==> src/rtl/desplazador_pkg.sv <==
// Shared encodings for the iterative shift unit: operation modes and FSM states.
// Latency: n/a (types only).
// Backpressure: n/a.
package desplazador_pkg;

    typedef enum logic [1:0] {
        MODO_SLL = 2'b00,
        MODO_SRL = 2'b01,
        MODO_SRA = 2'b10,
        MODO_ROR = 2'b11
    } modo_e;

    typedef enum logic [1:0] {
        LIBRE       = 2'b00,
        DESPLAZANDO = 2'b01,
        LISTO       = 2'b10
    } estado_e;

endpackage

==> src/rtl/fn_etapa_desp.sv <==
// One log-stage of the shifter: shifts/rotates by 2^k when enabled, else passes through.
// Latency: combinational.
// Backpressure: none, pure function of its inputs.
module fn_etapa_desp
    import desplazador_pkg::*;
#(
    parameter int ANCHO = 32,
    parameter int NB    = $clog2(ANCHO),
    parameter int KB    = (NB > 1) ? $clog2(NB) : 1
) (
    input  logic [ANCHO-1:0] valor,
    input  logic [KB-1:0]    k,
    input  logic             en,
    input  modo_e            modo,
    output logic [ANCHO-1:0] resultado
);

    localparam logic [NB:0] ANCHO_W = (NB+1)'(ANCHO);

    // k never exceeds NB-1, so s <= ANCHO/2 and the rotate complement is always in range.
    logic [NB:0] s;
    assign s = (NB+1)'(1) << k;

    always_comb begin
        resultado = valor;
        if (en) begin
            case (modo)
                MODO_SLL: resultado = valor << s;
                MODO_SRL: resultado = valor >> s;
                MODO_SRA: resultado = $signed(valor) >>> s;
                default:  resultado = (valor >> s) | (valor << (ANCHO_W - s));
            endcase
        end
    end

endmodule

==> src/rtl/desplazador_iterativo.sv <==
// Multi-cycle shifter (SLL/SRL/SRA/ROR), one log-stage per cycle through a single reused stage.
// Latency: NB cycles from acceptance edge to sal_valido; result registered in Y.
// Backpressure: holds result in LISTO until sal_listo; ent_listo low whenever not idle.
module desplazador_iterativo
    import desplazador_pkg::*;
#(
    parameter int ANCHO = 32,
    parameter int NB    = $clog2(ANCHO)
) (
    input  logic             clk,
    input  logic             reset,
    input  logic             ent_valido,
    output logic             ent_listo,
    input  logic [ANCHO-1:0] a,
    input  logic [NB-1:0]    b,
    input  logic [1:0]       modo,
    output logic             sal_valido,
    input  logic             sal_listo,
    output logic [ANCHO-1:0] Y
);

    localparam int KB = (NB > 1) ? $clog2(NB) : 1;
    localparam logic [KB-1:0] K_ULTIMO = KB'(NB - 1);

    if ((ANCHO < 2) || ((ANCHO & (ANCHO - 1)) != 0)) begin : g_ancho_invalido
        $error("desplazador_iterativo: ANCHO must be a power of two >= 2");
    end

    estado_e          estado, estado_sig;
    logic [ANCHO-1:0] acumulador;
    logic [NB-1:0]    b_reg;
    modo_e            modo_reg;
    logic [KB-1:0]    k;
    logic [ANCHO-1:0] etapa;
    logic             ultimo;

    fn_etapa_desp #(
        .ANCHO (ANCHO),
        .NB    (NB),
        .KB    (KB)
    ) u_etapa (
        .valor     (acumulador),
        .k         (k),
        .en        (b_reg[k]),
        .modo      (modo_reg),
        .resultado (etapa)
    );

    assign ultimo     = (k == K_ULTIMO);
    assign ent_listo  = (estado == LIBRE) && !reset;
    assign sal_valido = (estado == LISTO);

    always_ff @(posedge clk) begin
        if (reset) begin
            estado <= LIBRE;
        end else begin
            estado <= estado_sig;
        end
    end

    always_comb begin
        estado_sig = estado;
        case (estado)
            LIBRE:       if (ent_valido) estado_sig = DESPLAZANDO;
            DESPLAZANDO: if (ultimo)     estado_sig = LISTO;
            LISTO:       if (sal_listo)  estado_sig = LIBRE;
            default:                     estado_sig = LIBRE;
        endcase
    end

    // Operands are captured only on acceptance, so later input changes cannot leak in.
    always_ff @(posedge clk) begin
        if (reset) begin
            acumulador <= '0;
            b_reg      <= '0;
            modo_reg   <= MODO_SLL;
            k          <= '0;
            Y          <= '0;
        end else begin
            case (estado)
                LIBRE: begin
                    if (ent_valido) begin
                        acumulador <= a;
                        b_reg      <= b;
                        modo_reg   <= modo_e'(modo);
                        k          <= '0;
                    end
                end
                DESPLAZANDO: begin
                    acumulador <= etapa;
                    if (ultimo) begin
                        k <= '0;
                        Y <= etapa;
                    end else begin
                        k <= k + KB'(1);
                    end
                end
                default: ;
            endcase
        end
    end

endmodule

==> config.mk <==
export PLATFORM = sky130hd
export DESIGN_NAME = desplazador_iterativo
export DESIGN_NICKNAME = d
export VERILOG_FILES = /design/src/rtl/desplazador_pkg.sv /design/src/rtl/fn_etapa_desp.sv /design/src/rtl/desplazador_iterativo.sv
export SDC_FILE = /design/constraint.sdc
export NUM_CORES = 1
export LEC_CHECK = 0
export ABC_AREA = 1
export BUFFER_PORTS_ARGS = -buffer_cell sky130_fd_sc_hd__buf_2
export CORE_ASPECT_RATIO = 0.9
export CORE_UTILIZATION = 60
export DETAILED_ROUTE_END_ITERATION = 12
export PLACE_DENSITY = 0.78
export SYNTH_ARGS = -nofsm -noshare
export SYNTH_HDL_FRONTEND = slang
export SYNTH_SLANG_ARGS = --single-unit
==> constraint.sdc <==
create_clock -name clk -period 4 [get_ports clk]
set_input_delay 0.4 -clock clk [delete_from_list [all_inputs] [get_ports clk]]
set_output_delay 0.4 -clock clk [all_outputs]
set_load 0.03 [all_outputs]
==> impl_metrics.ini <==
[status]
status = finished clean

[clocking]
clk_latency_ps = 350
postCtsResizedCells = 0
cts_tree = done
hold_buffers = 0
clk_pin_slew_ps = 60
postCtsSetupRepairBufs = 0
cts_sinks = 76
cts-root-buf = clkbuf_16
h-tree-depth = 3
clk_path_buf_depth = 2
cts-buffers-inserted = 9

[grt]
grt_max_degree = 58
grtUsageTotal = 0.5215
grt_pass1_wl_um = 64560
overflow = 0
grt_pass1_vias = 11820
antenna_found_initial = 2

[pwr]
seqPwrFrac = 0.215
powerDensity_nw_per_um2 = 378.9
p_leak_nw = 5.308
p_int_w = 0.001885
irDropWorstVdd_mv = 0.3360
pwr-share-clk = 0.218
power.total_w = 0.003835
netSwitchingFraction = 0.5084
switchingPower_w = 0.001950
combPwrFrac = 0.567

[worst_setup_path]
cp_data_arrival_time_ps = 3830
reg2reg_depth = 15
rr_endpoint = Y[28]$_SDFFE_PP0P_
worstReg2RegStart = k[0]$_SDFFE_PP0P_
start_kind = flop
crit_fanout = 20
cp_slowest_stage_delay_ps = 670
cp-endpoint = Y[28]$_SDFFE_PP0P_
slowest_stage = xnor2_2
crit_type = flop to flop
cp.depth = 15
cp-startpoint = k[0]$_SDFFE_PP0P_
crit_chain = inv_1 > ha_1 > nand2_2 > buf_4 > xnor2_2 > buf_4 > nand3_1 > nand3_1 > nand2_1 > a21oi_1 > nand2_1 > nand3_1 > nand2_1 > o21ai_1 > inv_1
cp_top_family = simple AND/OR/NAND/NOR gates
cp_num_buf_inv = 4
critPathCaptureType = flop
regToRegSetupSlack_ps = 410
worstPathRequired_ps = 4240

[sta]
max_freq_mhz = 278.6
finalHoldViolCount = 0
finalMaxSlewViolations = 0
clock_skew_ps = 7.425
rsz0062_at_grt = no
setup_violations = 0
layout_worst_path_cycle_share = 0.8974
period_needed_ps = 3590
slew_headroom = 0.4285
worst_pin_slew_ps = 856.3
fin_tns_setup_ps = 0

[final_layout]
seq_area_um2 = 1521
diodes = 0
nets = 1878
fillerInstances = 1480
instances_no_fill = 2032
syn_to_final_growth_pct = 8.272
drive_gt1_frac = 0.08942
post-route-cell-area_um2 = 10120
multi_input_area_um2 = 6673
fin_util = 0.6758

[routing]
drtIter0Drc = 2939
drc = 0
vias = 13410
ant_nets = 0
wl_per_cell_um = 21.01
dr.pass1.iters = 9
viasPerCell = 6.599
drt-total-wl_um = 42700

[flow_run]
cap_violations = 0

[placement]
hpwl_um = 31890
port_buffers = 76
dp.cells = 2016
place_congestion = 1.103
placed_area_um2 = 9819

[yosys]
synthTopCellsByArea = nand2_1 (23%), nand3_1 (20%), dfxtp_1 (16%), o21ai_0 (6.6%), inv_1 (6.4%)
ys_seq_area_frac = 0.1628
synth-async-reset-ratio = 0
ys_warn_count = 0
synth_cells = 1818
synth_top_area_frac = 0.2349
syn_nets = 1867
avgSynthCellArea_um2 = 5.142
netlist_area_um2 = 9348
synth_seq_cells = 76
synth_edf_count = 0
yosys.area.top_type = nand2_1
synth_flop_cell = dfxtp_1
yosysUniqueCellTypes = 37

[floorplan]
rows = 42
dieWidth_um = 133.6
initial_core_util = 0.6241
pin_count = 77
dieArea_um2 = 16080
dieHeight_um = 120.4
core-area_um2 = 14980

[min_path]
hold_path.class = input port to flop
==> tightest hold or removal path, delay by kind of cell <==
family	cells	cell delay (ps)
buffers and inverters	1	70
AOI/OAI and AO/OA	1	70
and+or+nand+nor	1	80
==> cells in the mapped netlist (2+ instances only) <==
| cell | n |
|---|---|
| nor3_1 | 3 |
| o211ai_1 | 25 |
| buf_4 | 8 |
| dfxtp_1 | 76 |
| nand3_2 | 2 |
| nand2_2 | 2 |
| o22ai_1 | 3 |
| nor2_4 | 2 |
| o21ai_0 | 124 |
| nor2_1 | 132 |
| nor2_2 | 3 |
| ha_1 | 6 |
| buf_6 | 3 |
| buf_1 | 22 |
| o21ai_1 | 30 |
| a31oi_1 | 4 |
| nand2_1 | 585 |
| clkbuf_1 | 52 |
| nand3b_1 | 9 |
| and2_1 | 3 |
| nand4_1 | 19 |
| inv_1 | 160 |
| nand3_1 | 378 |
| inv_2 | 8 |
| buf_2 | 34 |
| a21oi_1 | 114 |
==> kinds of logic (layout without fill, tap and decap cells) <==
family | after synthesis | in the layout | synth area share
AND/OR/NAND/NOR | 1140 | 1140 | 0.5251
AO/OA/AOI/OAI | 305 | 305 | 0.1724
XOR/XNOR | 3 | 3 | 0.005623
flip-flops | 76 | 76 | 0.1628
buffers and inverters | 288 | 304 | 0.1261
adder cells (fa/ha/maj) | 6 | 6 | 0.008031
==> layer usage <==
metal	vias to the layer above	routed length (um)	global-route usage	share of wire
met2	1267	17120	0.7539	0.40
met1	5855	15450	0.6678	0.36
met5	-	13	0	0.00030
li1	6016	-	-	-
met3	269	6973	0.1727	0.16
met4	2	3151	0.3153	0.074
==> cell usage in the layout (no fill, tap or decap), drive strengths merged, types with 4 or more instances in the layout <==
master and count:
clkbuf 9, nand3 380, nand3b 9, a21oi 114
o211ai 25, buf 119, nand2 588, a31oi 4
ha 6, nand4 19, nor2 138, dfxtp 76
inv 170, o21ai 154
==> metrics by stage <==
stage	hold slack, ps	setup slack (ps)
after floorplan	449.5	1090
after global placement	470.2	712.0
after detailed placement	485.4	627.4
after CTS	297.7	615.7
after global routing	317.4	278.8
final	302.3	410.5
==> layout make-up <==
class                           count  area share
Multi-Input combinational cell   1454      0.6593
Clock buffer                        9     0.02225
Timing Repair Buffer              119     0.07319
Tap cell                          198     0.02448
Sequential cell                    76      0.1503
Inverter                          169     0.06292
Clock inverter                      7    0.007541
==> power groups by stage <==
| stage | clock [W] | sequential [W] | combinational [W] |
|---|---|---|---|
| 5_1_grt | 0.000854 | 0.000827 | 0.00233 |
| 6_report | 0.000835 | 0.000825 | 0.00217 |
| 2_1_floorplan | 0 | 0.000831 | 0.00146 |
| 3_5_place_dp | 0 | 0.000839 | 0.00204 |
| 4_1_cts | 0.000824 | 0.000823 | 0.00205 |
| 3_3_place_gp | 0 | 0.000837 | 0.00202 |
==> how the worst min path moves through the flow <==
stage	slack, ps	from	endpoint	cells after the start
2_1_floorplan	450	b_reg[0]$_SDFFE_PP0P_	b_reg[0]$_SDFFE_PP0P_	2
3_3_place_gp	470	acumulador[11]$_SDFFE_PP0P_	acumulador[11]$_SDFFE_PP0P_	2
3_5_place_dp	490	b_reg[3]$_SDFFE_PP0P_	b_reg[3]$_SDFFE_PP0P_	2
4_1_cts	300	reset	estado[1]$_SDFFE_PP0P_	2
5_1_grt	320	reset	estado[1]$_SDFFE_PP0P_	2
6_report	300	b[4]	b_reg[4]$_SDFFE_PP0P_	3
Power figures use the tool's default switching activity.
